File: src/rtl/mem_subword_ctrl_if.sv
// LSU request/response channel plus the word-only memory read/write ports.
// master = LSU/memory side, slave = mem_subword_ctrl.
interface mem_subword_ctrl_if #(
  parameter int ADDR_W = 32
);
  logic              req_valid;
  logic              req_ready;
  logic              req_write;
  logic [1:0]        req_size;
  logic              req_signed;
  logic [ADDR_W-1:0] req_addr;
  logic [31:0]       req_wdata;

  logic              rsp_valid;
  logic              rsp_ready;
  logic [31:0]       rsp_data;
  logic              rsp_err;

  logic [ADDR_W-1:0] mem_read_address;
  logic [31:0]       mem_read_data;
  logic              mem_read_exc;
  logic              mem_write_enable;
  logic [ADDR_W-1:0] mem_write_address;
  logic [31:0]       mem_write_data;
  logic              mem_write_exc;

  modport master (
    output req_valid, req_write, req_size, req_signed, req_addr, req_wdata,
    input  req_ready,
    input  rsp_valid, rsp_data, rsp_err,
    output rsp_ready,
    input  mem_read_address, mem_write_enable, mem_write_address, mem_write_data,
    output mem_read_data, mem_read_exc, mem_write_exc
  );

  modport slave (
    input  req_valid, req_write, req_size, req_signed, req_addr, req_wdata,
    output req_ready,
    output rsp_valid, rsp_data, rsp_err,
    input  rsp_ready,
    output mem_read_address, mem_write_enable, mem_write_address, mem_write_data,
    input  mem_read_data, mem_read_exc, mem_write_exc
  );
endinterface

File: src/rtl/mem_subword_ctrl.sv
// Byte/half/word load-store sequencer for a word-only memory; sub-word stores are read-modify-write.
// Response 1 (reject), 2 (load, word store) or 3 (sub-word store) cycles after accept; one request in flight, held until rsp_ready.
module mem_subword_ctrl #(
  parameter int ADDR_W      = 32,
  parameter bit CHECK_ALIGN = 1'b1
) (
  input  logic              CLK,
  input  logic              RESET_N,
  mem_subword_ctrl_if.slave bus
);
  typedef enum logic [1:0] {IDLE, READ, WRITE, RESP} state_t;

  state_t            state, state_nxt;
  logic [ADDR_W-1:0] addr_q, req_addr_eff;
  logic [1:0]        size_q;
  logic              signed_q, write_q;
  logic [31:0]       wdata_q, rsp_data_q;
  logic              rsp_err_q;

  logic              accept, size_bad, misaligned, reject;
  logic [7:0]        rd_byte;
  logic [15:0]       rd_half;
  logic [31:0]       load_val, merged;

  assign accept = bus.req_valid && bus.req_ready;

  // Alignment is always forced; with CHECK_ALIGN set the misaligned case never gets this far.
  always_comb begin
    size_bad     = (bus.req_size == 2'd3);
    misaligned   = ((bus.req_size == 2'd1) && bus.req_addr[0]) ||
                   ((bus.req_size == 2'd2) && (bus.req_addr[1:0] != 2'b00));
    reject       = size_bad || (CHECK_ALIGN && misaligned);
    req_addr_eff = bus.req_addr;
    if (bus.req_size == 2'd1) req_addr_eff[0]   = 1'b0;
    if (bus.req_size == 2'd2) req_addr_eff[1:0] = 2'b00;
  end

  always_comb begin
    rd_byte = bus.mem_read_data[{addr_q[1:0], 3'b000} +: 8];
    rd_half = bus.mem_read_data[{addr_q[1], 4'b0000} +: 16];
    case (size_q)
      2'd0:    load_val = {{24{signed_q & rd_byte[7]}}, rd_byte};
      2'd1:    load_val = {{16{signed_q & rd_half[15]}}, rd_half};
      default: load_val = bus.mem_read_data;
    endcase
    merged = bus.mem_read_data;
    if (size_q == 2'd0)      merged[{addr_q[1:0], 3'b000} +: 8] = wdata_q[7:0];
    else if (size_q == 2'd1) merged[{addr_q[1], 4'b0000} +: 16] = wdata_q[15:0];
  end

  always_ff @(posedge CLK or negedge RESET_N) begin
    if (!RESET_N) state <= IDLE;
    else          state <= state_nxt;
  end

  always_comb begin
    state_nxt = state;
    case (state)
      IDLE: begin
        if (accept) begin
          if (reject)                                         state_nxt = RESP;
          else if (!bus.req_write || (bus.req_size != 2'd2)) state_nxt = READ;
          else                                                state_nxt = WRITE;
        end
      end
      READ: begin
        if (bus.mem_read_exc) state_nxt = RESP;
        else if (write_q)     state_nxt = WRITE;
        else                  state_nxt = RESP;
      end
      WRITE:   state_nxt = RESP;
      RESP:    if (bus.rsp_ready) state_nxt = IDLE;
      default: state_nxt = IDLE;
    endcase
  end

  always_ff @(posedge CLK or negedge RESET_N) begin
    if (!RESET_N) begin
      addr_q     <= '0;
      size_q     <= 2'd0;
      signed_q   <= 1'b0;
      write_q    <= 1'b0;
      wdata_q    <= 32'd0;
      rsp_data_q <= 32'd0;
      rsp_err_q  <= 1'b0;
    end else begin
      case (state)
        IDLE: begin
          if (accept) begin
            addr_q     <= req_addr_eff;
            size_q     <= bus.req_size;
            signed_q   <= bus.req_signed;
            write_q    <= bus.req_write;
            wdata_q    <= bus.req_wdata;
            rsp_data_q <= 32'd0;
            rsp_err_q  <= reject;
          end
        end
        READ: begin
          if (bus.mem_read_exc) rsp_err_q  <= 1'b1;
          else if (write_q)     wdata_q    <= merged;
          else                  rsp_data_q <= load_val;
        end
        WRITE:   rsp_err_q <= bus.mem_write_exc;
        default: ;
      endcase
    end
  end

  // req_ready is gated by reset directly so it stays low while reset is held.
  assign bus.req_ready         = (state == IDLE) && RESET_N;
  assign bus.rsp_valid         = (state == RESP);
  assign bus.rsp_data          = rsp_data_q;
  assign bus.rsp_err           = rsp_err_q;
  assign bus.mem_read_address  = {addr_q[ADDR_W-1:2], 2'b00};
  assign bus.mem_write_address = {addr_q[ADDR_W-1:2], 2'b00};
  assign bus.mem_write_enable  = (state == WRITE);
  assign bus.mem_write_data    = wdata_q;
endmodule
File: src/flat_wrapper.sv
// flat-port wrapper written by rule: the top's interface ports become plain ports
module mem_subword_ctrl_flat 
#(
  parameter int ADDR_W      = 32,
  parameter bit CHECK_ALIGN = 1'b1
)
  (CLK, RESET_N, bus_req_valid, bus_req_write, bus_req_size, bus_req_signed, bus_req_addr, bus_req_wdata, bus_req_ready, bus_rsp_valid, bus_rsp_data, bus_rsp_err, bus_rsp_ready, bus_mem_read_address, bus_mem_write_enable, bus_mem_write_address, bus_mem_write_data, bus_mem_read_data, bus_mem_read_exc, bus_mem_write_exc);
  mem_subword_ctrl_if #(.ADDR_W(ADDR_W)) bus_i ();
  input  logic CLK;
  input  logic RESET_N;
  input wire logic [$bits(bus_i.req_valid)-1:0] bus_req_valid;
  input wire logic [$bits(bus_i.req_write)-1:0] bus_req_write;
  input wire logic [$bits(bus_i.req_size)-1:0] bus_req_size;
  input wire logic [$bits(bus_i.req_signed)-1:0] bus_req_signed;
  input wire logic [$bits(bus_i.req_addr)-1:0] bus_req_addr;
  input wire logic [$bits(bus_i.req_wdata)-1:0] bus_req_wdata;
  output wire logic [$bits(bus_i.req_ready)-1:0] bus_req_ready;
  output wire logic [$bits(bus_i.rsp_valid)-1:0] bus_rsp_valid;
  output wire logic [$bits(bus_i.rsp_data)-1:0] bus_rsp_data;
  output wire logic [$bits(bus_i.rsp_err)-1:0] bus_rsp_err;
  input wire logic [$bits(bus_i.rsp_ready)-1:0] bus_rsp_ready;
  output wire logic [$bits(bus_i.mem_read_address)-1:0] bus_mem_read_address;
  output wire logic [$bits(bus_i.mem_write_enable)-1:0] bus_mem_write_enable;
  output wire logic [$bits(bus_i.mem_write_address)-1:0] bus_mem_write_address;
  output wire logic [$bits(bus_i.mem_write_data)-1:0] bus_mem_write_data;
  input wire logic [$bits(bus_i.mem_read_data)-1:0] bus_mem_read_data;
  input wire logic [$bits(bus_i.mem_read_exc)-1:0] bus_mem_read_exc;
  input wire logic [$bits(bus_i.mem_write_exc)-1:0] bus_mem_write_exc;
  assign bus_i.req_valid = bus_req_valid;
  assign bus_i.req_write = bus_req_write;
  assign bus_i.req_size = bus_req_size;
  assign bus_i.req_signed = bus_req_signed;
  assign bus_i.req_addr = bus_req_addr;
  assign bus_i.req_wdata = bus_req_wdata;
  assign bus_req_ready = bus_i.req_ready;
  assign bus_rsp_valid = bus_i.rsp_valid;
  assign bus_rsp_data = bus_i.rsp_data;
  assign bus_rsp_err = bus_i.rsp_err;
  assign bus_i.rsp_ready = bus_rsp_ready;
  assign bus_mem_read_address = bus_i.mem_read_address;
  assign bus_mem_write_enable = bus_i.mem_write_enable;
  assign bus_mem_write_address = bus_i.mem_write_address;
  assign bus_mem_write_data = bus_i.mem_write_data;
  assign bus_i.mem_read_data = bus_mem_read_data;
  assign bus_i.mem_read_exc = bus_mem_read_exc;
  assign bus_i.mem_write_exc = bus_mem_write_exc;
  mem_subword_ctrl #(.ADDR_W(ADDR_W), .CHECK_ALIGN(CHECK_ALIGN)) u_core (.CLK(CLK), .RESET_N(RESET_N), .bus(bus_i));
endmodule
File: config.mk
export PLATFORM = sky130hd
export DESIGN_NAME = mem_subword_ctrl_flat
export DESIGN_NICKNAME = d
export VERILOG_FILES = /design/src/rtl/mem_subword_ctrl_if.sv /design/src/rtl/mem_subword_ctrl.sv /design/src/flat_wrapper.sv
export SDC_FILE = /design/constraint.sdc
export NUM_CORES = 1
export LEC_CHECK = 0
export CAP_MARGIN = 0
export CORE_UTILIZATION = 40
export CTS_BUF_LIST = sky130_fd_sc_hd__clkbuf_16
export CTS_CLUSTER_DIAMETER = 50
export DETAILED_ROUTE_END_ITERATION = 8
export PLACE_DENSITY = 0.86
export SKIP_LAST_GASP = 1
export SLEW_MARGIN = 30
export SYNTH_ARGS = -nofsm -noshare
export SYNTH_HDL_FRONTEND = slang
export SYNTH_SLANG_ARGS = --single-unit
File: constraint.sdc
create_clock -name CLK -period 2.5 [get_ports CLK]
set_input_delay 0.25 -clock CLK [delete_from_list [all_inputs] [get_ports CLK]]
set_output_delay 0.25 -clock CLK [all_outputs]
set_load 0.05 [all_outputs]
=== Word level (Yosys, flattened, before mapping) ===
Cells that the tools add are included.

* Multiplexer cells: 25
* Add/subtract/negate cells: 2
* Reduce and logical (&&, ||, !) cells: 18
* Equality and inequality tests: 14
* Shift-type cells: 6
* Bitwise operators: 2

{| class="wikitable"
|+ Operators with widths
! kind !! count
|-
| 2-to-1 mux 32 bit || 8
|-
| case mux 32 bit (2 select lines) || 3
|-
| bitwise mux 32 bit || 2
|-
| variable shift 16 x 7 -> 32 bit, first input constant || 1
|-
| variable shift 8 x 7 -> 32 bit, first input constant || 1
|-
| indexed part select 16 x 7 -> 32 bit || 1
|-
| indexed part select 32 x 6 -> 16 bit || 1
|-
| indexed part select 32 x 6 -> 8 bit || 1
|-
| indexed part select 8 x 7 -> 32 bit || 1
|-
| negation 5 -> 7 bit || 2
|-
| 2-to-1 mux 2 bit || 6
|-
| == test 2 bit, second input constant || 4
|-
| != test 2 bit, second input constant || 4
|-
| case mux 2 bit (4 select lines) || 1
|-
| AND reduction 4 bit || 2
|-
| == test 2 x 1 -> 1 bit, second input constant || 3
|-
| != test 2 x 1 -> 1 bit, second input constant || 3
|-
| logical AND 1 bit || 4
|-
| zero test 2 bit || 2
|-
| 2-to-1 mux 1 bit || 4
|-
| AND reduction 2 bit || 2
|-
| nonzero test 2 bit || 2
|-
| logical OR 1 bit || 3
|-
| case mux 1 bit (3 select lines) || 1
|-
| 4 further kinds || 5
|}

* Register bits after elaboration: 103
* Input port bits: 106
* Output and inout port bits: 132
* Word-level logic and storage cells: 75

=== Longest topological paths before layout ===
* Depth after elaboration: 8
* Gate-level depth with buffers: 10
* Depth with buffers taken out: 6

=== Worst setup path after synthesis ===
OpenSTA, ideal clock, no wires.

* Path type: reg-to-reg
* Start: register u_core.addr_q[1]
* End: register u_core.wdata_q[22] (netlist: u_core.bus.mem_write_data[22])
* Buffers on the path: 4
* Required time: 2.423 ns
* Stages on the path, launching flop included: 11
* Arrival: 2.458 ns
* Setup slack: -0.035 ns
* Period minus slack after synthesis: 2.535 ns
* Library setup time: 0.077 ns
* Cell sequence: dfrtp_1 clkbuf_1 buf_2 inv_2 clkbuf_1 ha_1 nor4bb_1 buf_1 a221oi_1 a211o_1 a21oi_1

* Word-level cells in the longest chain between the ends: 8
* Elaborated cells on any way between the ends: 13
* Those cells by class: add/sub: 2; shift: 4; mux: 7

{| class="wikitable"
|+ Ends and longest elaborated chain
! item !! line !! text
|-
| from (decl) || mem_subword_ctrl.sv:14 || <nowiki>logic [ADDR_W-1:0] addr_q, req_addr_eff;</nowiki>
|-
| from (signal assigned) || mem_subword_ctrl.sv:90 || <nowiki>addr_q <= req_addr_eff;</nowiki>
|-
| negation 5 -> 7 bit || mem_subword_ctrl.sv:48 || <nowiki>else if (size_q == 2'd1) merged[{addr_q[1], 4'b0000} +: 16] = wdata_q[15:0];</nowiki>
|-
| indexed part select 16 x 7 -> 32 bit or variable shift 16 x 7 -> 32 bit (tied branches) || mem_subword_ctrl.sv:48 ||
|-
| bitwise mux 32 bit || mem_subword_ctrl.sv:48 ||
|-
| 2-to-1 mux 32 bit || mem_subword_ctrl.sv:48 ||
|-
| 2-to-1 mux 32 bit * || mem_subword_ctrl.sv:47 || <nowiki>if (size_q == 2'd0) merged[{addr_q[1:0], 3'b000} +: 8] = wdata_q[7:0];</nowiki>
|-
| 2-to-1 mux 32 bit * || mem_subword_ctrl.sv:101 || <nowiki>else if (write_q) wdata_q <= merged;</nowiki>
|-
| 2-to-1 mux 32 bit * || mem_subword_ctrl.sv:100 || <nowiki>if (bus.mem_read_exc) rsp_err_q <= 1'b1;</nowiki>
|-
| case mux 32 bit (2 select lines) * || mem_subword_ctrl.sv:87 || <nowiki>case (state)</nowiki>
|-
| to (signal assigned) || mem_subword_ctrl.sv:94 || <nowiki>wdata_q <= bus.req_wdata;</nowiki>
|-
| to (signal assigned) || mem_subword_ctrl.sv:101 ||
|-
| to (decl) || mem_subword_ctrl.sv:17 || <nowiki>logic [31:0] wdata_q, rsp_data_q;</nowiki>
|}

Every way passes the cells marked *; elsewhere a longest branch is shown, timed or not. The select of a mux whose other input is x is not followed.
A chain may end at the register's enable or synchronous reset.

=== Worst setup path in the final report ===
* Start: register u_core.state[1]
* End: register u_core.rsp_data_q[4] (netlist: u_core.bus.rsp_data[4])

* Word-level cells in the longest chain between the ends: 5
* Elaborated cells on any way between the ends: 10
* Those cells by class: eq/ne: 4; mux: 1; reduce/logical: 5

{| class="wikitable"
|+ Ends and longest elaborated chain
! item !! line !! text
|-
| from (decl) || mem_subword_ctrl.sv:13 || <nowiki>state_t state, state_nxt;</nowiki>
|-
| from (signal assigned) || mem_subword_ctrl.sv:53 || <nowiki>else state <= state_nxt;</nowiki>
|-
| zero test 2 bit || mem_subword_ctrl.sv:87, mem_subword_ctrl.sv:111 ||
|-
| logical AND 1 bit || mem_subword_ctrl.sv:111 || <nowiki>assign bus.req_ready = (state == IDLE) && RESET_N;</nowiki>
|-
| logical AND 1 bit || mem_subword_ctrl.sv:25 || <nowiki>assign accept = bus.req_valid && bus.req_ready;</nowiki>
|-
| != test 2 x 1 -> 1 bit (no line) || -- ||
|-
| AND reduction 4 bit (no line) || -- ||
|-
| to (signal assigned) || mem_subword_ctrl.sv:102 || <nowiki>else rsp_data_q <= load_val;</nowiki>
|-
| to (decl) || mem_subword_ctrl.sv:17 ||
|}

Parallel ways exist; a longest one is shown, timed or not.

==> results.cfg <==
[clock_tree]
cts.root.buffer_cell = clkbuf_16
tritoncts = yes
clk_pin_slew_worst_paths_ns = 0.07
htree_levels = 3
cts_buffers = 9
cts_sinks = 103
worstSkewPairLatency_ns = 0.36
clockBufferDepth = 2
cts_resized = 0

[layout]
drive_gt1_share_pct = 12.2
finalNetCount = 887
layout_common_cells = clkdlybuf4s50_1, dfrtp_1, o21ai_0
regArea_um2 = 2580
fill_cells = 1226
diodes = 0
post-route-util_pct = 57.8
multi_input_area_um2 = 2770
area_delta_synth_final_pct = 40.1
final_common_cell = clkdlybuf4s50_1

[setup_path]
required_ns = 2.80
critPathMaxFanout = 24
path_buf_inv = 1
criticalPathCategory = reg -> reg
cp-start-kind = register
critPathMaxStageDelay_ns = 0.71
worstPathCellList = inv_1 > ha_1 > nor2_1 > or3b_1 > a2111oi_0 > a21o_1
crit_family = simple AND/OR/NAND/NOR gates
slowest_stage = or3b_1
arrival_ns = 2.67
end_kind = register
r2r_setup_slack_ns = 0.13

[routing]
viasPerCell = 5.76
wl_per_cell_um = 19.8
via_count = 5530
wl_um = 19000
ant_nets = 0
drtIter0Drc = 558
drt-pass1-iter-count = 5
drc = 0

[timing]
slew_headroom_pct = 44.8
hold_violations = 0
setup_viol = 0
period_minus_slack_ns = 2.37
timing.final.ws_setup_ns = 0.130
grt_setup_unrepaired = false
worst_pin_slew_ns = 0.827
tns_ns = 0
finalCritPeriodShare_pct = 94.8
fin_worst_skew_ns = 0.0114
clock.fmax_mhz = 422
report.final.slew_viol_count = 0

[grt]
first_global_vias = 5441
antenna_found_initial = 0
globalRouteTotalUtil_pct = 24.6
grt_overflow = 0
grt_max_degree = 74
grt_pass1_wl_um = 29900

[placed_design]
hpwl_um = 14100
portBuffers = 233
place_ws_ns = 0.0730
place_congestion = 0.944

[die]
dieArea_um2 = 15500
ios = 238
coreArea_um2 = 14600
start_util_pct = 41.3
die_h_um = 125
die_width_um = 125
row_count = 44

[power_and_ir_drop]
p_per_area_nw_per_um2 = 1670
peakVddDrop_mv = 1.04
fin_total_pwr_mw = 14.1
p_leak_nw = 3.41

[status]
status = completed

[synth]
ys_ff_latch = 103
yosys_warnings = 0
ys_seq_area_share_pct = 42.8
synth-edff-count = 0
syn_avg_cell_area_um2 = 9.93
ys_types = 57
ys_dominant_reg_cell = dfrtp_1
synthArstFlopShare_pct = 100
synth_cells = 606
syn_area_um2 = 6020

[flow_run]
cap_violations = 0

[worst_hold_path]
hp-class = in -> async
==> where the power goes <==
group	switching, mW	internal, mW	total (mW)
clock network	0.643	0.769	1.41
logic	6.19	3.30	9.49
registers	0.709	2.46	3.17
==> final cells by class <==
type	instances	share of cell area, %
Multi-Input combinational cell	392	32.8
Sequential cell	103	30.6
Timing Repair Buffer	256	30.0
Tap cell	184	2.73
Clock buffer	9	2.67
Clock inverter	6	0.742
Inverter	10	0.445
==> cell families after synthesis <==
| family | after synthesis | synth area share (%) |
|---|---|---|
| AOI/OAI and AO/OA | 214 | 25.3 |
| xor gates and xnor gates | 1 | 0.146 |
| DFF | 103 | 42.8 |
| adders and majority gates | 9 | 1.87 |
| and+or+nand+nor | 114 | 9.13 |
| muxes | 50 | 9.19 |
| other | 1 | 0.0623 |
| buffers and inverters | 114 | 11.5 |
==> metrics by stage <==
stage	instance area (um^2)	hold WS, ns	cells
CTS	8400	0.488	959
global placement	8110	0.335	943
detailed placement	8110	0.336	943
finish	8430	0.488	960
floorplan	6030	-0.0456	609
global route	8430	0.489	960
==> cell usage after synthesis (2+ instances only) <==
cell       count  share of area [%]
buf_6          2               0.37
o21ai_0       53                4.4
a21o_1         3               0.37
clkbuf_1      29                1.8
or3_1          2               0.21
nand3_1        3               0.25
o21ai_1       23                1.9
mux2i_1        8                1.3
ha_1           9                1.9
a2bb2oi_1      6               0.87
a21oi_1       22                1.8
dfrtp_1      103                 43
buf_4         64                8.0
a211oi_1       2               0.25
inv_1          6               0.37
nor2_1        28                1.7
o21bai_1       7               0.87
o211ai_1       2               0.25
o22ai_1        9               0.94
o31ai_1        8                1.0
o2bb2ai_1      8                1.2
nor3_1         3               0.25
nand2b_1      10                1.0
mux2_2        42                7.9
a22o_1         7                1.0
nand2_1       51                3.2
nor2b_1        5               0.52
a221o_1       15                2.5
inv_2          3               0.19
a221oi_1      30                4.4
buf_1          3               0.19
a211o_1       10                1.5
buf_2          6               0.50
==> registers in the layout (all words and copies together), names as in the netlist <==
signal	cells
u_core.bus.mem_write_data	32
u_core.bus.rsp_data	32
u_core.signed_q	1
u_core.bus.rsp_err	1
u_core.state	2
u_core.addr_q	32
u_core.write_q	1
u_core.size_q	2
==> per-layer routing <==
layer	vias up	share of wire, %	global-route usage, %
met5	-	0	0
met4	0	2.5	9.07
met3	37	9.4	6.19
met2	314	48	39.8
met1	2681	40	31.7
li1	2498	-	-
==> worst paths after layout <==
path                                          startpoint  cells past startpoint                       endpoint
min in group CLK           u_core.bus.mem_write_data[29]                      2  u_core.bus.mem_write_data[29]
min                                              RESET_N                      3             u_core.bus.rsp_err
min reg2reg                u_core.bus.mem_write_data[29]                      2  u_core.bus.mem_write_data[29]
max reg2reg                              u_core.state[1]                      6         u_core.bus.rsp_data[4]
max in group asynchronous                        RESET_N                      4  u_core.bus.mem_write_data[17]
max                                      u_core.state[1]                      6         u_core.bus.rsp_data[4]
==> repair_timing <==
item	CTS	global route
endpoints found under the hold margin	30	0
hold buffers	1	0
endpoints found under the setup margin	0	15
buffers inserted	0	1
==> tightest hold or removal path, stage by stage <==
cell and delay, ns:
dlygate4sd3_1 0.52, buf_4 0.13, buf_4 0.36
Note: power is estimated with default switching activity, not from simulation.
==> variant (same settings) <==
`ADDR_W` is set to 32 in 3 places; all go to 16.
--- a/src/rtl/mem_subword_ctrl_if.sv
+++ b/src/rtl/mem_subword_ctrl_if.sv
@@ -1,7 +1,7 @@
 // LSU request/response channel plus the word-only memory read/write ports.
 // master = LSU/memory side, slave = mem_subword_ctrl.
 interface mem_subword_ctrl_if #(
-  parameter int ADDR_W = 32
+  parameter int ADDR_W = 16
 );
   logic              req_valid;
   logic              req_ready;
--- a/src/rtl/mem_subword_ctrl.sv
+++ b/src/rtl/mem_subword_ctrl.sv
@@ -1,7 +1,7 @@
 // Byte/half/word load-store sequencer for a word-only memory; sub-word stores are read-modify-write.
 // Response 1 (reject), 2 (load, word store) or 3 (sub-word store) cycles after accept; one request in flight, held until rsp_ready.
 module mem_subword_ctrl #(
-  parameter int ADDR_W      = 32,
+  parameter int ADDR_W      = 16,
   parameter bit CHECK_ALIGN = 1'b1
 ) (
   input  logic              CLK,
--- a/src/flat_wrapper.sv
+++ b/src/flat_wrapper.sv
@@ -1,7 +1,7 @@
 // flat-port wrapper written by rule: the top's interface ports become plain ports
 module mem_subword_ctrl_flat 
 #(
-  parameter int ADDR_W      = 32,
+  parameter int ADDR_W      = 16,
   parameter bit CHECK_ALIGN = 1'b1
 )
   (CLK, RESET_N, bus_req_valid, bus_req_write, bus_req_size, bus_req_signed, bus_req_addr, bus_req_wdata, bus_req_ready, bus_rsp_valid, bus_rsp_data, bus_rsp_err, bus_rsp_ready, bus_mem_read_address, bus_mem_write_enable, bus_mem_write_address, bus_mem_write_data, bus_mem_read_data, bus_mem_read_exc, bus_mem_write_exc);
Ports: changed (resized bus_mem_read_address, bus_mem_write_address and bus_req_addr); port bits go from 238 to 190. The function was not compared with the original's and may differ.
==> variant against the unedited design <==
- global-route usage grew 1.6 points
- design area shrank 11%
- total power shrank 14%
- routed wire length shrank 5.7%
- setup slack lost 0.097 ns
- synthesized area shrank 11%
- synthesized cell count shrank 7.9%
- count of clock-buffer cells in the layout is the same
- sequential cell count shrank 16
==> variant: results (changes against the unedited design) <==
| Metric | Value |
|---|---|
| Crit path max-delay cell type | or3b_2 |
| Layout clock buffers | 9 (unchanged) |
| # diodes | 0 (unchanged) |
| Largest net degree at the start of global routing | 66 (-11%) |
| Vias post-DR | 5131 (-7.2%) |
| Seq/Total Area, Yosys | 0.409 (-0.0197) |
| Top delay family on crit path | compound AO/OA/AOI/OAI gates |
| Total Wirelength | 17900 um (-5.7%) |
| Worst Tran Pin Value | 0.781 ns (-0.0466 ns) |
| Status | complete, no violations |
| Skew final | 0.00815 ns (-0.00328 ns) |
| Placed insts | 870 (-7.7%) |
| Post-synthesis xor/xnor area fraction | 0.00164 (+0.000188) |
| Adder-cell area share of the yosys netlist | 0.0211 (+0.00242) |
| P_leak | 3.16 nW (-7.4%) |
| Post-synthesis compound-gate area fraction | 0.264 (+0.0111) |
| Routed Antenna Nets | 0 (unchanged) |
| Multi-input gate area | 2670 um^2 (-3.4%) |
| Signal buf overhead | 0.274 (-0.0263) |
| Layout clock area frac | 0.0399 (+0.00575) |
| #MultiIn Comb | 378 (-3.6%) |
| Core ar. | 12800 um^2 (-12%) |
| Worst-Skew Late Latency | 0.36 ns (about the same) |
| PortBufs | 185 (-21%) |
| First-pass iteration count of the detailed router | 6 (+1) |
| Largest stage delay on the critical path | 0.75 ns (+0.04 ns) |
| Detailed placement HPWL | 13300 um (-6.1%) |
| DP Area | 7190 um^2 (-11%) |
| Most instantiated cells after synthesis | dfrtp_1 (87), nand2_1 (45), o21ai_0 (43), buf_4 (33), mux2_2 (31) |
| Initial antenna violation count | 0 (unchanged) |
| Post-synth cell types | 67 (+18%) |
| 1st-iter DRT viols | 429 (-23%) |
| Final nets | 810 (-8.7%) |
| Crit-path max FO | 25 (+4.2%) |
| Pre-CTS setup slack | -0.00513 ns (-0.0782 ns) |
| Routability cong. | 0.919 (-2.6%) |
| Global Route Usage Sum | 0.262 (+0.0161) |
| Pwr Density | 1620 nW/um^2 (-3.2%) |
| Hold Crit Class | primary input to async pin |
| Clock-pin slew on the worst setup and hold paths | 0.07 ns (about the same) |
| First-pass GRT wire length | 28100 um (-5.9%) |
| Buffers excl. clock | 208 (-19%) |
| VDD IR max | 1.01 mV (-2.7%) |
| Area contributors post-synth | dfrtp_1 (41%), mux2_2 (6.6%), buf_4 (4.6%), o21ai_0 (4.0%), nand2_1 (3.2%) |
| Share of cells above drive strength 1 | 0.119 (-0.00371) |
| Synth Register Bits | 87 (-16%) |
| Seq area share | 0.289 (-0.0165) |
| CP arrival | 2.77 ns (+0.10 ns) |
| Avg WL per Cell | 20.1 um (+2.0%) |
| Mux cell area share after synthesis | 0.0805 (-0.0114) |
| Syn_area_per_cell | 9.55 um^2 (-3.8%) |
| Inverters excl. clock | 27 (+17) |
| Fillers | 1097 (-11%) |
variant: power breakdown:
part / internal (mW) / leakage [nW] / switching [mW]
logic: 2.93 / 1.92 / 5.16
registers: 2.10 / 1.10 / 0.608
clock network: 0.775 / 0.143 / 0.597
variant: worst paths after layout:
kind	cells past startpoint	slack [ns]	startpoint	endpoint
max in group asynchronous	3	1.27	RESET_N	u_core.bus.mem_write_data[11]
min reg2reg	2	0.49	u_core.bus.mem_write_data[20]	u_core.bus.mem_write_data[20]
min	2	0.25	RESET_N	u_core.bus.rsp_err
min in group CLK	2	0.49	u_core.bus.mem_write_data[20]	u_core.bus.mem_write_data[20]
max reg2reg	6	0.03	u_core.state[0]	u_core.bus.rsp_data[0]
max	6	0.03	u_core.state[0]	u_core.bus.rsp_data[0]
variant: layer usage:
metal / vias up / share of wire / track usage
met4: 0 / 0.028 / 0.0958
met2: 268 / 0.49 / 0.440
met5: - / 0 / 0
met3: 41 / 0.082 / 0.0696
met1: 2503 / 0.40 / 0.322
li1: 2319 / - / -
